--- src/rtl/pipe_stage_reg.sv ---
// Pipeline stage register with valid/ready handshake, synchronous flush,
// optional 2-entry skid buffer and a saturating back-pressure counter.
//
// state   | meaning
// --------+---------------------------------------------------------
// S_EMPTY | no valid entry; output is a bubble
// S_ONE   | main entry valid and presented on the outputs
// S_TWO   | main and skid entries valid; upstream held off (SKID=1)
module pipe_stage_reg #(
  parameter int DATA_W = 105,
  parameter int CTRL_W = 4,
  parameter int SKID   = 1,
  parameter int CNT_W  = 16
) (
  input  logic              clk_i,
  input  logic              rst_i,
  input  logic              valid_i,
  output logic              ready_o,
  input  logic [CTRL_W-1:0] ctrl_i,
  input  logic [DATA_W-1:0] data_i,
  input  logic              flush_i,
  output logic              valid_o,
  input  logic              ready_i,
  output logic [CTRL_W-1:0] ctrl_o,
  output logic [DATA_W-1:0] data_o,
  output logic [1:0]        occupancy_o,
  output logic [CNT_W-1:0]  stall_cnt_o
);

  typedef enum logic [1:0] {S_EMPTY, S_ONE, S_TWO} state_t;

  state_t            state_q, state_d;
  logic              ready_q;
  logic [CTRL_W-1:0] main_ctrl_q, skid_ctrl_q;
  logic [DATA_W-1:0] main_data_q, skid_data_q;
  logic [CNT_W-1:0]  stall_q;
  logic              accept, xfer;
  logic              load_main_in, load_main_skid, load_skid;

  assign valid_o     = (state_q != S_EMPTY);
  assign ready_o     = (SKID != 0) ? ready_q : (~valid_o | ready_i);
  assign ctrl_o      = valid_o ? main_ctrl_q : '0;
  assign data_o      = main_data_q;
  assign stall_cnt_o = stall_q;
  assign accept      = valid_i & ready_o & ~flush_i;
  assign xfer        = valid_o & ready_i;

  always_comb begin
    state_d        = state_q;
    load_main_in   = 1'b0;
    load_main_skid = 1'b0;
    load_skid      = 1'b0;
    if (flush_i) begin
      state_d = S_EMPTY;
    end else begin
      case (state_q)
        S_EMPTY: begin
          if (accept) begin
            state_d      = S_ONE;
            load_main_in = 1'b1;
          end
        end
        S_ONE: begin
          if (accept && xfer) begin
            load_main_in = 1'b1;
          end else if (xfer) begin
            state_d = S_EMPTY;
          end else if (accept && (SKID != 0)) begin
            // new entry queues behind the head, so it is always the younger one
            state_d   = S_TWO;
            load_skid = 1'b1;
          end
        end
        S_TWO: begin
          if (ready_i) begin
            state_d        = S_ONE;
            load_main_skid = 1'b1;
          end
        end
        default: state_d = S_EMPTY;
      endcase
    end
  end

  always_comb begin
    case (state_q)
      S_ONE:   occupancy_o = 2'd1;
      S_TWO:   occupancy_o = 2'd2;
      default: occupancy_o = 2'd0;
    endcase
  end

  always_ff @(posedge clk_i or negedge rst_i) begin
    if (!rst_i) begin
      state_q     <= S_EMPTY;
      ready_q     <= 1'b1;
      main_ctrl_q <= '0;
      main_data_q <= '0;
      skid_ctrl_q <= '0;
      skid_data_q <= '0;
      stall_q     <= '0;
    end else begin
      state_q <= state_d;
      ready_q <= (state_d != S_TWO);
      if (load_main_in) begin
        main_ctrl_q <= ctrl_i;
        main_data_q <= data_i;
      end else if (load_main_skid) begin
        main_ctrl_q <= skid_ctrl_q;
        main_data_q <= skid_data_q;
      end
      if (load_skid) begin
        skid_ctrl_q <= ctrl_i;
        skid_data_q <= data_i;
      end
      if (valid_o && !ready_i && (stall_q != {CNT_W{1'b1}}))
        stall_q <= stall_q + CNT_W'(1);
    end
  end

endmodule

--- config.mk ---
export PLATFORM = sky130hd
export DESIGN_NAME = pipe_stage_reg
export DESIGN_NICKNAME = d
export VERILOG_FILES = /design/src/rtl/pipe_stage_reg.sv
export SDC_FILE = /design/constraint.sdc
export NUM_CORES = 1
export LEC_CHECK = 0
export BUFFER_PORTS_ARGS = -buffer_cell sky130_fd_sc_hd__buf_4
export CORE_UTILIZATION = 25
export DETAILED_ROUTE_END_ITERATION = 10
export GPL_ROUTABILITY_DRIVEN = 0
export PLACE_DENSITY = 0.52
export SYNTH_ARGS = -nofsm -noshare
export SYNTH_HDL_FRONTEND = slang
export SYNTH_SLANG_ARGS = --single-unit
--- constraint.sdc ---
create_clock -name clk_i -period 3.05 [get_ports clk_i]
set_input_delay 0 -clock clk_i [delete_from_list [all_inputs] [get_ports clk_i]]
set_output_delay 0 -clock clk_i [all_outputs]
set_load 0.01 [all_outputs]
==> results.txt <==
The run finished with clean final reports. The die is 206 um wide. Summed over all layers, the global routing overflow is 0.

TritonCTS built the clock tree. The family with the most delay on the worst path is multiplexers. The routed design has about 25,000 um of wire. The worst setup path is launched from a register. The time the final worst path needs with I/O delays and setup is about 2.4 ns. Synthesis produced a netlist with a net count of a little under 800.

In this run the worst hold path is classified as input port to asynchronous set/reset pin. In this run the number of H-tree levels came out at 1. The post-placement worst setup slack came out at 0.661 ns. For this block, the via count after detailed routing is 6,788. The combinational share of power came out at 28.5%. The part of the cycle the worst path needs came out at 78.6%. Relative to the synthesized area, the layout overhead comes to 44.8%. The clock network is responsible for 30.8% of the overall power.

The clock input transition at the sequential cells of the worst setup and hold paths came out at about 0.060 ns. After floorplanning, the core was sized to cover 40,800 um2. Between clock sinks in the finished design, the worst skew comes to 0.00698 ns.

The post-cts resize count is 0. After detailed routing, the number of vias per cell comes to 4.26. The number of setup violations in the final report is 0.

The number of antenna violations at the first check in global routing came out at 1. For this design the static power due to leakage is 6.94 nW. The fraction of final layout cells with drive strength greater than 1 is between 50% and 60%. The maximum single-stage delay on the critical path came out at between 0.5 and 0.6 ns. The number of DRC violations after detailed routing came out at 0.

The data required time of the worst path is 3.48 ns. The tree is rooted in a sky130_fd_sc_hd__clkbuf_16. The flip-flop and latch count after synthesis came out at 237. The total of buffers placed on input and output ports came out at roughly 240.

The number of standard cells after synthesis came out at 679. Power spread over the standard cell area amounts to 786 nW/um2. Traced cell by cell, the critical path runs through nand2_1, or4_4, buf_4, mux2_4, mux2_2. The total clock sinks is 237. Derived from the worst setup path, the maximum achievable clock frequency is between 0.4 and 0.5 GHz. The cell area after placement came out at 12,800 um2. The pin count of the biggest net entering global routing came out at 84. The max-slew headroom at the worst pin is around a third. Setup repair after global routing left no endpoint under its margin. The hold violation total from the final report is 0. The buffer depth of the longest clock path came out at 3. On the final layout, the worst hold slack is 0.0420 ns.

The synthesized area per cell is 15.2 um2. The worst setup path is captured at a register. The number of buffer and inverter instances along the worst setup path is 1.

The portion of total power attributed to sequential cells came out at 40.7%. The critical-path maximum fanout is 60. The routed wirelength normalized by instance count is around 16 um. The Yosys step of the flow raised 0 warnings. The count of nets left with antenna violations once routing finished came out at 0. The total number of placement rows is 74. The number of global-route vias before repair came out at 7,261. The slowest stage of the critical path is the sky130_fd_sc_hd__dfstp_2 cell.

The cell area that synthesis handed to floorplanning was 10,400 um2. The initial core utilization is approximately a quarter. After routing the design area is roughly 15,000 um2.

The half-perimeter wire length of the detailed placement result came out at 15,400 um. The register area share after synthesis is 57.3%. The number of clock buffers inserted by TritonCTS is 30. The netlist uses 35 different library cells.

At the pin with the least slew margin, the transition time is a little under 1 ns. The I/O pin total is approximately 240. Net switching is approximately a quarter of the power. Setup total negative slack on the finished layout was measured at 0 ns. The setup slack of the critical path after layout came out at 0.654 ns.

The vertical die dimension is 206 um. The net count of the finished layout is 1,156. After the first detailed-routing iteration, the DRC count stood at around 160. The number of max-slew violations in the final report came out at 0. The critical path is of the register to register type.

For the worst setup path, the data arrival time is 2.83 ns. Max-cap violations in this run came to 0. The power dissipated by switching net loads is 3.12 mW. The clock latency at the later pin of the worst-skew pair came out at 0.55 ns. The internal portion of the total power is 8.66 mW.

The first-pass iteration count of the detailed router came out at 4. The die area came out at 42,200 um2. The global-route wire length before repair is 39,500 um. Global routing consumed, over all layers together, 11.7% of the routing resources. The peak supply drop is 0.452 mV.
-- synthesized netlist by cell type --
cell type / count / share of area, %
sky130_fd_sc_hd__inv_1: 3 / 0.11
sky130_fd_sc_hd__or4_1: 1 / 0.073
sky130_fd_sc_hd__mux2_4: 10 / 1.5
sky130_fd_sc_hd__o2111ai_1: 1 / 0.085
sky130_fd_sc_hd__a31oi_1: 2 / 0.12
sky130_fd_sc_hd__nand2_1: 7 / 0.25
sky130_fd_sc_hd__or3_1: 1 / 0.060
sky130_fd_sc_hd__xnor2_1: 5 / 0.42
sky130_fd_sc_hd__nand4_1: 6 / 0.36
sky130_fd_sc_hd__buf_6: 4 / 0.44
sky130_fd_sc_hd__o21a_1: 2 / 0.14
sky130_fd_sc_hd__and4_1: 1 / 0.085
sky130_fd_sc_hd__nor4b_1: 1 / 0.085
sky130_fd_sc_hd__ha_1: 1 / 0.12
sky130_fd_sc_hd__xor2_1: 8 / 0.68
sky130_fd_sc_hd__o21ai_0: 2 / 0.097
sky130_fd_sc_hd__dfstp_2: 1 / 0.25
sky130_fd_sc_hd__nor4_2: 1 / 0.12
sky130_fd_sc_hd__nor2b_1: 7 / 0.42
sky130_fd_sc_hd__buf_2: 21 / 1.0
sky130_fd_sc_hd__clkbuf_1: 12 / 0.44
sky130_fd_sc_hd__o21bai_1: 1 / 0.073
sky130_fd_sc_hd__o22a_1: 1 / 0.085
sky130_fd_sc_hd__a21oi_1: 2 / 0.097
sky130_fd_sc_hd__nand3_1: 4 / 0.19
sky130_fd_sc_hd__mux2i_1: 1 / 0.097
sky130_fd_sc_hd__dfrtp_1: 236 / 57
sky130_fd_sc_hd__nor3b_1: 1 / 0.073
sky130_fd_sc_hd__a21o_1: 1 / 0.073
sky130_fd_sc_hd__mux2_2: 318 / 35
sky130_fd_sc_hd__and3_1: 2 / 0.12
sky130_fd_sc_hd__or4_4: 1 / 0.11
sky130_fd_sc_hd__nor3_1: 2 / 0.097
sky130_fd_sc_hd__nor2_1: 8 / 0.29
sky130_fd_sc_hd__nor4_1: 4 / 0.24
-- cell families (layout without fill, tap and decap cells) --
group,after synthesis,after routing,synth area share (%)
AO/OA/AOI/OAI,12,12,0.773
XOR/XNOR,13,13,1.10
adder cells (fa/ha/maj),1,1,0.121
buffers and inverters,40,423,1.99
flip-flops,237,237,57.3
multiplexers,329,329,36.1
other,0,1,0
AND/OR/NAND/NOR,47,47,2.59
-- through the flow --
step / instances / total power [mW] / util [%]
floorplan: 679 / 6.54 / -
global placement: 1427 / 8.08 / 31.4
detailed placement: 1427 / 8.16 / 31.4
CTS: 1594 / 12.0 / 36.7
global route: 1595 / 12.5 / 36.7
finish: 1595 / 11.8 / 36.7
-- state kept, by name (all words and copies together) (netlist names) --
signal,flops
ready_o,1
stall_cnt_o,16
skid_data_q,105
main_ctrl_q,4
state_q,2
data_o,105
skid_ctrl_q,4
-- layout make-up --
cell class              instances  area, um2
fillers                      3951      25800
flip-flops and latches        237       5930
multi-input cells             402       4230
repair buffers                367       3120
clock buffers                  47        916
well taps                     532        666
clock inverters                 6        108
inverters                       3       11.3
diodes                          1       2.50
-- worst reg2reg max path: stages, from the launching register on --
cell and delay [ns]:
sky130_fd_sc_hd__dfstp_2 0.53, sky130_fd_sc_hd__nand2_1 0.10, sky130_fd_sc_hd__or4_4 0.49, sky130_fd_sc_hd__buf_4 0.41, sky130_fd_sc_hd__mux2_4 0.50, sky130_fd_sc_hd__mux2_2 0.25
-- worst paths after layout --
kind	startpoint	endpoint	slack (ns)	cells after the start
setup reg to reg	ready_o$_DFF_PN1_	data_o[65]$_DFFE_PN0P_	0.65	5
hold reg to reg	skid_data_q[6]$_DFFE_PN0P_	skid_data_q[6]$_DFFE_PN0P_	0.50	1
hold / removal	rst_i	data_o[24]$_DFFE_PN0P_	0.04	2
max in group asynchronous	rst_i	ready_o$_DFF_PN1_	2.18	3
setup / recovery	ready_o$_DFF_PN1_	data_o[65]$_DFFE_PN0P_	0.65	5
min in group clk_i	data_i[12]	skid_data_q[12]$_DFFE_PN0P_	0.23	3
-- layer usage --
| metal | part of all wire (%) | up-vias | global-route usage (%) |
|---|---|---|---|
| li1 | - | 3178 | - |
| met1 | 44 | 3411 | 14.9 |
| met2 | 46 | 166 | 19.1 |
| met3 | 8.1 | 33 | 3.69 |
| met4 | 1.8 | 0 | 3.25 |
| met5 | 0 | - | 0 |
-- placed cells by master, fill, tap and decap left out, drive strengths merged, types with 2 or more instances in the layout --
cell type,n
o21a,2
clkinv,2
o21ai,2
nor2b,7
nand4,6
or4,2
nor3,2
inv,3
buf,253
clkbuf,47
and3,2
nand3,4
nor4,5
nand2,7
a31oi,2
bufinv,3
xnor2,5
xor2,8
a21oi,2
mux2,328
dlygate4sd3,114
dfrtp,236
nor2,8
-- power by group through the flow --
stage / sequential (mW) / combinational (mW) / clock [mW]
after global routing: 4.96 / 3.67 / 3.91
after floorplan: 5.03 / 1.51 / 0
after detailed placement: 4.85 / 3.30 / 0
after CTS: 4.81 / 3.43 / 3.77
final: 4.80 / 3.36 / 3.63
after global placement: 4.82 / 3.27 / 0
-- timing repair --
| action | 4_1_cts | 5_1_grt |
|---|---|---|
| hold buffers | 114 | 0 |
| buffers inserted | 0 | 0 |
| endpoints found under the hold margin | 300 | 0 |
Power figures use the tool's default switching activity.
